**config.mk**
```make
export PLATFORM = sky130hd
export DESIGN_NAME = cu_multi_cycle_main_fsm
export DESIGN_NICKNAME = d
export VERILOG_FILES = /design/src/rtl/cu_multi_cycle_main_fsm.sv
export SDC_FILE = /design/constraint.sdc
export NUM_CORES = 1
export LEC_CHECK = 0
export CORE_UTILIZATION = 35
export CTS_BUF_LIST = sky130_fd_sc_hd__clkbuf_2
export DETAILED_ROUTE_END_ITERATION = 12
export PLACE_DENSITY_LB_ADDON = 0.1
export SLEW_MARGIN = 20
export SYNTH_ARGS = -nofsm -noshare
export SYNTH_HDL_FRONTEND = slang
export SYNTH_SLANG_ARGS = --single-unit
```
**constraint.sdc**
```tcl
create_clock -name clk -period 1.83 [get_ports clk]
set_input_delay 0.549 -clock clk [delete_from_list [all_inputs] [get_ports clk]]
set_output_delay 0.549 -clock clk [all_outputs]
set_load 0.05 [all_outputs]
```
**src/rtl/cu_multi_cycle_main_fsm.sv**
```systemverilog
// -----------------------------------------------------------------------------
// cu_multi_cycle_main_fsm
//   Main control FSM of the multi-cycle RV32I core. Steps every instruction
//   through fetch / decode / execute / memory / writeback, drives the datapath
//   mux selects and write enables, and hands a 2-bit alu_op to the ALU decoder.
//   Supported: LW, SW, R-type, I-type ALU, BEQ/BNE, JAL.
//
// Ports
//   clk, rst_n          clock (rising edge), asynchronous active-low reset
//   opcode, funct3      instruction fields from the instruction register
//   zero                ALU zero flag (branch resolution)
//   mem_ready           memory handshake (only with CU_MC_MEM_WAIT_EN)
//   pc_write            PC enable = pc_update | (branch & take)
//   adr_src             memory address select (0 PC, 1 alu_out)
//   mem_write           data memory write enable
//   ir_write            instruction register / old-PC latch enable
//   result_src          result mux (00 alu_out, 01 mem data, 10 alu_result)
//   alu_src_a/b         ALU operand muxes
//   alu_op              00 add, 01 sub, 10 funct-decoded
//   reg_write           register file write enable
//   instr_done          pulse in the final state of each instruction
//   illegal_instr       pulse in DECODE for an unsupported opcode
//   dbg_state           current state encoding
//
// Build option
//   CU_MC_MEM_WAIT_EN   when defined, FETCH, MEMREAD and MEMWRITE wait for
//                       mem_ready; otherwise mem_ready is ignored.
// -----------------------------------------------------------------------------
module cu_multi_cycle_main_fsm #(
   parameter int unsigned STATE_W = 4
) (
   input  logic               clk,
   input  logic               rst_n,
   input  logic [6:0]         opcode,
   input  logic [2:0]         funct3,
   input  logic               zero,
   input  logic               mem_ready,
   output logic               pc_write,
   output logic               adr_src,
   output logic               mem_write,
   output logic               ir_write,
   output logic [1:0]         result_src,
   output logic [1:0]         alu_src_a,
   output logic [1:0]         alu_src_b,
   output logic [1:0]         alu_op,
   output logic               reg_write,
   output logic               instr_done,
   output logic               illegal_instr,
   output logic [STATE_W-1:0] dbg_state
);

   typedef enum logic [STATE_W-1:0] {
      S_FETCH    = STATE_W'(0),
      S_DECODE   = STATE_W'(1),
      S_MEMADR   = STATE_W'(2),
      S_MEMREAD  = STATE_W'(3),
      S_MEMWB    = STATE_W'(4),
      S_MEMWRITE = STATE_W'(5),
      S_EXECUTER = STATE_W'(6),
      S_EXECUTEI = STATE_W'(7),
      S_ALUWB    = STATE_W'(8),
      S_JAL      = STATE_W'(9),
      S_BRANCH   = STATE_W'(10)
   } state_t;

   localparam logic [6:0] OP_LW     = 7'b0000011;
   localparam logic [6:0] OP_SW     = 7'b0100011;
   localparam logic [6:0] OP_RTYPE  = 7'b0110011;
   localparam logic [6:0] OP_ITYPE  = 7'b0010011;
   localparam logic [6:0] OP_BRANCH = 7'b1100011;
   localparam logic [6:0] OP_JAL    = 7'b1101111;

   state_t state_q, state_d;

   // Handshake qualifier for the waiting states; constant 1 when disabled.
   logic mem_go;
`ifdef CU_MC_MEM_WAIT_EN
   assign mem_go = mem_ready;
`else
   assign mem_go = 1'b1;
   logic unused_mem_ready;
   assign unused_mem_ready = mem_ready;
`endif

   logic legal_op;
   assign legal_op = (opcode == OP_LW)    || (opcode == OP_SW)    ||
                     (opcode == OP_RTYPE) || (opcode == OP_ITYPE) ||
                     (opcode == OP_BRANCH)|| (opcode == OP_JAL);

   // ---------------------------------------------------------------- next state
   always_comb begin
      state_d = state_q;
      case (state_q)
         S_FETCH:    state_d = mem_go ? S_DECODE : S_FETCH;
         S_DECODE: begin
            case (opcode)
               OP_LW, OP_SW: state_d = S_MEMADR;
               OP_RTYPE:     state_d = S_EXECUTER;
               OP_ITYPE:     state_d = S_EXECUTEI;
               OP_BRANCH:    state_d = S_BRANCH;
               OP_JAL:       state_d = S_JAL;
               default:      state_d = S_FETCH;
            endcase
         end
         S_MEMADR:   state_d = opcode[5] ? S_MEMWRITE : S_MEMREAD;
         S_MEMREAD:  state_d = mem_go ? S_MEMWB : S_MEMREAD;
         S_MEMWB:    state_d = S_FETCH;
         S_MEMWRITE: state_d = mem_go ? S_FETCH : S_MEMWRITE;
         S_EXECUTER: state_d = S_ALUWB;
         S_EXECUTEI: state_d = S_ALUWB;
         S_JAL:      state_d = S_ALUWB;
         S_ALUWB:    state_d = S_FETCH;
         S_BRANCH:   state_d = S_FETCH;
         default:    state_d = S_FETCH;
      endcase
   end

   always_ff @(posedge clk or negedge rst_n) begin
      if (!rst_n) state_q <= S_FETCH;
      else        state_q <= state_d;
   end

   // ------------------------------------------------------------ output decode
   logic pc_update, branch, take;
   logic ir_write_c, mem_write_c, reg_write_c, instr_done_c, illegal_c;

   always_comb begin
      pc_update    = 1'b0;
      branch       = 1'b0;
      ir_write_c   = 1'b0;
      mem_write_c  = 1'b0;
      reg_write_c  = 1'b0;
      instr_done_c = 1'b0;
      illegal_c    = 1'b0;
      adr_src      = 1'b0;
      result_src   = 2'b00;
      alu_src_a    = 2'b00;
      alu_src_b    = 2'b00;
      alu_op       = 2'b00;
      case (state_q)
         S_FETCH: begin
            ir_write_c = mem_go;
            pc_update  = mem_go;
            alu_src_b  = 2'b10;
            result_src = 2'b10;
         end
         S_DECODE: begin
            alu_src_a = 2'b01;
            alu_src_b = 2'b01;
            illegal_c = !legal_op;
         end
         S_MEMADR: begin
            alu_src_a = 2'b10;
            alu_src_b = 2'b01;
         end
         S_MEMREAD: begin
            adr_src = 1'b1;
         end
         S_MEMWB: begin
            result_src   = 2'b01;
            reg_write_c  = 1'b1;
            instr_done_c = 1'b1;
         end
         S_MEMWRITE: begin
            adr_src      = 1'b1;
            mem_write_c  = 1'b1;
            instr_done_c = mem_go;
         end
         S_EXECUTER: begin
            alu_src_a = 2'b10;
            alu_op    = 2'b10;
         end
         S_EXECUTEI: begin
            alu_src_a = 2'b10;
            alu_src_b = 2'b01;
            alu_op    = 2'b10;
         end
         S_ALUWB: begin
            reg_write_c  = 1'b1;
            instr_done_c = 1'b1;
         end
         S_JAL: begin
            alu_src_a = 2'b01;
            alu_src_b = 2'b10;
            pc_update = 1'b1;
         end
         S_BRANCH: begin
            alu_src_a    = 2'b10;
            alu_op       = 2'b01;
            branch       = 1'b1;
            instr_done_c = 1'b1;
         end
         default: ;
      endcase
   end

   // Unsupported funct3 under the branch opcode never takes the branch.
   always_comb begin
      case (funct3)
         3'b000:  take = zero;
         3'b001:  take = !zero;
         default: take = 1'b0;
      endcase
   end

   // Enables are gated by rst_n so nothing fires while reset is held, even
   // though the state register already shows FETCH.
   assign pc_write      = rst_n & (pc_update | (branch & take));
   assign ir_write      = rst_n & ir_write_c;
   assign mem_write     = rst_n & mem_write_c;
   assign reg_write     = rst_n & reg_write_c;
   assign instr_done    = rst_n & instr_done_c;
   assign illegal_instr = rst_n & illegal_c;
   assign dbg_state     = state_q;

endmodule

```
==> impl_table.tex, run 1 <==
\begin{tabular}{lr}
\hline
Metric & Value \\
\hline
\multicolumn{2}{l}{\textbf{Synthesis}} \\
Syn Inst Count & between 60 and 70 \\
Count of synthesis-stage warnings from yosys & 0 \\
Post-Syn Nets & 78 \\
Number of synthesized register bits & 4 \\
Distinct cell type count of the synthesized netlist & 28 \\
Portion of the post-synthesis area used by sequential elements & 21.16\% \\
Average cell area after synthesis & about 7.4 um2 \\
Area of the mapped netlist & roughly 470 um2 \\
\multicolumn{2}{l}{\textbf{Floorplanning}} \\
Number of placement rows & 12 \\
Effective utilization at floorplan & between 30\% and 40\% \\
Boundary Pins & 33 \\
Height of the die & between 30 and 40 um \\
Die width & around 39 um \\
\multicolumn{2}{l}{\textbf{Placement}} \\
Final Wtd Congestion & around 0.8 \\
Port Buf Inserts & 31 \\
\multicolumn{2}{l}{\textbf{Outcome}} \\
Run Error & [ERROR DPL-0038] Utilization greater than 100\%, impossible to legalize \\
Outcome & did not finish \\
Last stage reached & 3\_5\_place\_dp \\
\hline
\end{tabular}
stage by stage:
stage	instances	setup WS (ps)
after floorplan	64	-482.5
after global placement	123	-565.8
synthesized netlist by cell type:
| cell | n | area, um2 |
|---|---|---|
| sky130_fd_sc_hd__nor3b_1 | 3 | 22.52 |
| sky130_fd_sc_hd__buf_2 | 2 | 10.01 |
| sky130_fd_sc_hd__xor2_1 | 2 | 17.52 |
| sky130_fd_sc_hd__nand4b_1 | 1 | 8.760 |
| sky130_fd_sc_hd__nor2b_1 | 1 | 6.260 |
| sky130_fd_sc_hd__or2_4 | 1 | 8.760 |
| sky130_fd_sc_hd__o21a_1 | 4 | 30.03 |
| sky130_fd_sc_hd__o22ai_1 | 1 | 6.260 |
| sky130_fd_sc_hd__a31oi_1 | 1 | 6.260 |
| sky130_fd_sc_hd__buf_4 | 3 | 22.52 |
| sky130_fd_sc_hd__nor2_1 | 7 | 26.28 |
| sky130_fd_sc_hd__a2111oi_1 | 1 | 10.01 |
| sky130_fd_sc_hd__a21oi_1 | 3 | 15.01 |
| sky130_fd_sc_hd__nand2_1 | 4 | 15.01 |
| sky130_fd_sc_hd__nand2b_1 | 4 | 25.02 |
| sky130_fd_sc_hd__o41ai_1 | 1 | 8.760 |
| sky130_fd_sc_hd__dfrtp_1 | 4 | 100.1 |
| sky130_fd_sc_hd__a221oi_1 | 1 | 8.760 |
| sky130_fd_sc_hd__nor4_1 | 3 | 18.77 |
| sky130_fd_sc_hd__xnor2_1 | 2 | 17.52 |
| sky130_fd_sc_hd__nand3b_1 | 1 | 7.510 |
| sky130_fd_sc_hd__nand3_1 | 1 | 5.000 |
| sky130_fd_sc_hd__and2_1 | 3 | 18.77 |
| sky130_fd_sc_hd__inv_1 | 3 | 11.26 |
| sky130_fd_sc_hd__or3_1 | 2 | 12.51 |
| sky130_fd_sc_hd__a21o_1 | 1 | 7.510 |
| sky130_fd_sc_hd__nor3_1 | 3 | 15.01 |
| sky130_fd_sc_hd__nand4bb_1 | 1 | 11.26 |
cells by family after synthesis:
group / count (synthesis) / share of synthesized area (%)
compound gates: 13 / 19.58
xor+xnor: 4 / 7.409
buf+inv: 8 / 9.259
flops: 4 / 21.16
simple gates: 35 / 42.59
==> run 2, diff against run 1 <==
--- a/config.mk
+++ b/config.mk
@@ -5,10 +5,10 @@
 export SDC_FILE = /design/constraint.sdc
 export NUM_CORES = 1
 export LEC_CHECK = 0
-export CORE_UTILIZATION = 35
-export CTS_BUF_LIST = sky130_fd_sc_hd__clkbuf_2
+export CORE_AREA = 2 2 63 65
 export DETAILED_ROUTE_END_ITERATION = 12
-export PLACE_DENSITY_LB_ADDON = 0.1
+export DIE_AREA = 0 0 65 67
+export PLACE_DENSITY_LB_ADDON = 0.15
 export SLEW_MARGIN = 20
 export SYNTH_ARGS = -nofsm -noshare
 export SYNTH_HDL_FRONTEND = slang
==> impl_table.tex, run 2 <==
\begin{tabular}{lr}
\hline
Metric & Value \\
\hline
\multicolumn{2}{l}{\textbf{Worst setup path}} \\
Count of cell instances traversed by the critical path & 4 \\
Start of the worst register-to-register path & dbg\_state[0] \\
Critical Path End Type & output port \\
Setup crit start & dbg\_state[1] \\
CP Cell Sequence & buf\_4 > nor4\_4 > and2\_4 > buf\_12 \\
Peak per-stage delay on the critical path & about 450 ps \\
Critical path destination & ir\_write \\
Worst setup path category & reg -> out \\
RR Endpoint & dbg\_state[1] \\
Maximum net fanout on the critical path & 5 \\
CP delay by family, top & flip-flops \\
Register-to-register setup slack & 300 ps \\
Critical path arrival & approximately 1400 ps \\
Slowest stage cell, crit path & sky130\_fd\_sc\_hd\_\_dfrtp\_2 \\
Crit path launch type & flip-flop \\
Worst path bufs/invs & 2 \\
Count of cells along the worst register-to-register path & 7 \\
Required time of the critical path & approximately 1300 ps \\
\multicolumn{2}{l}{\textbf{Synthesis}} \\
Post-synth top area cell & sky130\_fd\_sc\_hd\_\_dfrtp\_1 \\
Cell types occupying the most area after synthesis & sky130\_fd\_sc\_hd\_\_dfrtp\_1 21\%, sky130\_fd\_sc\_hd\_\_o21a\_1 6.3\%, sky130\_fd\_sc\_hd\_\_nor2\_1 5.6\% \\
Most frequent cells after synthesis & 7 x sky130\_fd\_sc\_hd\_\_nor2\_1, 4 x sky130\_fd\_sc\_hd\_\_dfrtp\_1, 4 x sky130\_fd\_sc\_hd\_\_nand2\_1, 4 x sky130\_fd\_sc\_hd\_\_nand2b\_1, 4 x sky130\_fd\_sc\_hd\_\_o21a\_1 \\
Post-synth top flop & sky130\_fd\_sc\_hd\_\_dfrtp\_1 \\
Count of synthesis-stage warnings from yosys & 0 (unchanged) \\
Distinct cell type count of the synthesized netlist & 28 (unchanged) \\
Share of the synthesized area in the top cell type & 21.16\% (unchanged) \\
Cell with the most instances after synthesis & sky130\_fd\_sc\_hd\_\_nor2\_1 \\
Area of the mapped netlist & 473.0 um2 (unchanged) \\
Async S/R FF share, synth & 100.0\% (unchanged) \\
Average cell area after synthesis & 7.390 um2 (unchanged) \\
Number of synthesized flops with an enable pin & 0 (unchanged) \\
Syn Inst Count & 64 (unchanged) \\
Post-Syn Nets & 78 (unchanged) \\
Number of synthesized register bits & 4 (unchanged) \\
Portion of the post-synthesis area used by sequential elements & 21.16\% (unchanged) \\
\multicolumn{2}{l}{\textbf{Clock tree}} \\
Hold buffer count at CTS & 0 \\
\# clock sinks & 4 \\
Clock latency at the later pin of the worst-skew pair & between 200 and 250 ps \\
Number of buffers created by CTS & 3 \\
Root buffer cell & sky130\_fd\_sc\_hd\_\_clkbuf\_8 \\
Number of levels the H-tree was split into & 1 \\
Clock-pin slew on the worst setup and hold paths & approximately 30 ps \\
TritonCTS clock tree & done \\
Longest Clk Path Bufs & 2 \\
\multicolumn{2}{l}{\textbf{Finish}} \\
Share of layout cells above drive strength 1 & 80.16\% \\
Fillers & roughly 340 \\
Number of flip-flops in the largest register & 4 \\
Area taken by flip-flops and latches & about 110 um2 \\
Footprint of the multi-input gates & 586.8 um2 \\
Most common library cell in the layout ignoring fill and taps & sky130\_fd\_sc\_hd\_\_buf\_4 \\
Commonest cells after routing, fill and taps aside & 24 x sky130\_fd\_sc\_hd\_\_buf\_4, 23 x sky130\_fd\_sc\_hd\_\_buf\_12, 7 x sky130\_fd\_sc\_hd\_\_buf\_6 \\
Ant diodes & 0 \\
Post-layout utilization of the core & 44.83\% \\
Synth-to-Final Area Change & 241.8\% \\
Non-filler instance count after layout & 174 \\
Post-layout net count & 142 \\
\multicolumn{2}{l}{\textbf{STA}} \\
Actual transition at the worst max-transition pin & approximately 410 ps \\
Max Clk Rate & just over 0.5 GHz \\
Worst relative slew slack & 72.65\% \\
Clock tree skew after final layout & between 3 and 4 ps \\
Final hold violation count & 0 \\
Share of the clock period used by the worst path after layout & 107.1\% \\
Setup-failing EPs final & 13 \\
Final Max Tran Viols & 0 \\
Unrepaired setup endpoints after global routing & yes \\
Setup TNS & -1134 ps \\
Worst setup margin & -129.1 ps \\
Final period demand of the worst path & a little under 2000 ps \\
\multicolumn{2}{l}{\textbf{Floorplanning}} \\
Number of placement rows & 22 (+10) \\
DIE AREA & 4355 um2 \\
Die width & 65 um (+68\%) \\
Height of the die & 67 um (+73\%) \\
Area of the core region & approximately 3600 um2 \\
Boundary Pins & 33 (unchanged) \\
Effective utilization at floorplan & 13.12\% (-27 points) \\
\multicolumn{2}{l}{\textbf{Route}} \\
WL/cell & between 10 and 15 um \\
Via total after detailed routing & 704 \\
Count of antenna-violating nets left after detailed routing & 0 \\
First-iteration detailed-routing DRC count & 15 \\
Post-route DRC violation count & 0 \\
First-pass iteration count of the detailed router & 4 \\
Wire length after detailed routing & around 2000 um \\
Vias per cell & slightly above 4 \\
\multicolumn{2}{l}{\textbf{Power}} \\
P\_leak & 0.0006774 uW \\
Max rail drop VDD & just under 0.0003 V \\
Power density over the cells & 1118 nW/um2 \\
\multicolumn{2}{l}{\textbf{Job}} \\
Count of max-cap constraint violations & 0 \\
\multicolumn{2}{l}{\textbf{Global route}} \\
Remaining global-route overflow & 0 \\
First-pass GRT wire length & approximately 3500 um \\
Number of antenna violations at the first check in global routing & 0 \\
Number of global-route vias before repair & about 750 \\
Total routing resource utilization after global routing & a little over a tenth \\
Pin count of the biggest net entering global routing & 14 \\
\multicolumn{2}{l}{\textbf{Placement}} \\
Final Wtd Congestion & 0.8045 (+3.4\%) \\
Placed wire-length estimate & $\sim$1500 um \\
Number of cells after detailed placement & between 150 and 200 \\
Port Buf Inserts & 31 (unchanged) \\
Setup Slack @ Placement & -614.9 ps \\
\multicolumn{2}{l}{\textbf{Outcome}} \\
Outcome & finished, violations left \\
Violated checks & setup timing \\
\multicolumn{2}{l}{\textbf{Min path}} \\
Kind of path behind the tightest hold check & in -> async \\
\hline
\end{tabular}
[run 2: worst reg2reg max path, cell delays in order (launching register included)]
cell                        delay [ps]
sky130_fd_sc_hd__dfrtp_2           360
sky130_fd_sc_hd__buf_6             140
sky130_fd_sc_hd__buf_6             100
sky130_fd_sc_hd__buf_6             110
sky130_fd_sc_hd__nand2b_4           60
sky130_fd_sc_hd__buf_4             130
sky130_fd_sc_hd__a2111oi_1         390
sky130_fd_sc_hd__o21a_1            190
[run 2: power breakdown]
part	internal (uW)	switching, uW
clock	140	44.8
combinational	801	699
sequential	106	15.9
[run 2: per-stage QoR]
step / total power (uW) / hold slack, ps / cell area (um2)
6_report: 1807 / 360.0 / 1617
3_3_place_gp: 1329 / 704.4 / 1260
5_1_grt: 1891 / 368.5 / 1617
3_5_place_dp: 1335 / 705.1 / 1260
2_1_floorplan: 769.2 / 253.4 / 590.6
4_1_cts: 1775 / 360.8 / 1533
[run 2: metal layers]
| layer | global-route usage, % | routed length [um] |
|---|---|---|
| met5 | 0 | 0 |
| met1 | 11.75 | 788 |
| met3 | 1.351 | 107 |
| met4 | 5.585 | 20 |
| met2 | 18.94 | 1097 |
[run 2: how the worst min path moves through the flow]
stage                 startpoint      endpoint  slack [ps]  cells after the start
detailed placement  dbg_state[1]  dbg_state[2]         710                      2
floorplan                  rst_n  dbg_state[0]         250                      0
global placement    dbg_state[1]  dbg_state[2]         700                      2
finish                     rst_n  dbg_state[1]         360                      2
global route               rst_n  dbg_state[1]         370                      2
CTS                        rst_n  dbg_state[1]         360                      2
[run 2: logic make-up after synthesis]
group / share of synthesized area (%)
AOI/OAI and AO/OA: 19.58
buffers and inverters: 9.259
xor gates and xnor gates: 7.409
DFF: 21.16
and+or+nand+nor: 42.59
[run 2: cell type report]
type / instances / share of cell area (%)
inverters: 3 / 0.6966
multi-input cells: 52 / 36.30
well taps: 48 / 3.715
clock buffers: 3 / 2.554
flip-flops and latches: 4 / 6.502
repair buffers: 64 / 50.23
[run 2: repair_timing]
action                     in CTS  in global routing
setup buffers                  12                  5
gates resized for setup        61                 19
setup endpoints to repair      14                 17
pin swaps                      16                 13
Power figures use the tool's default switching activity.
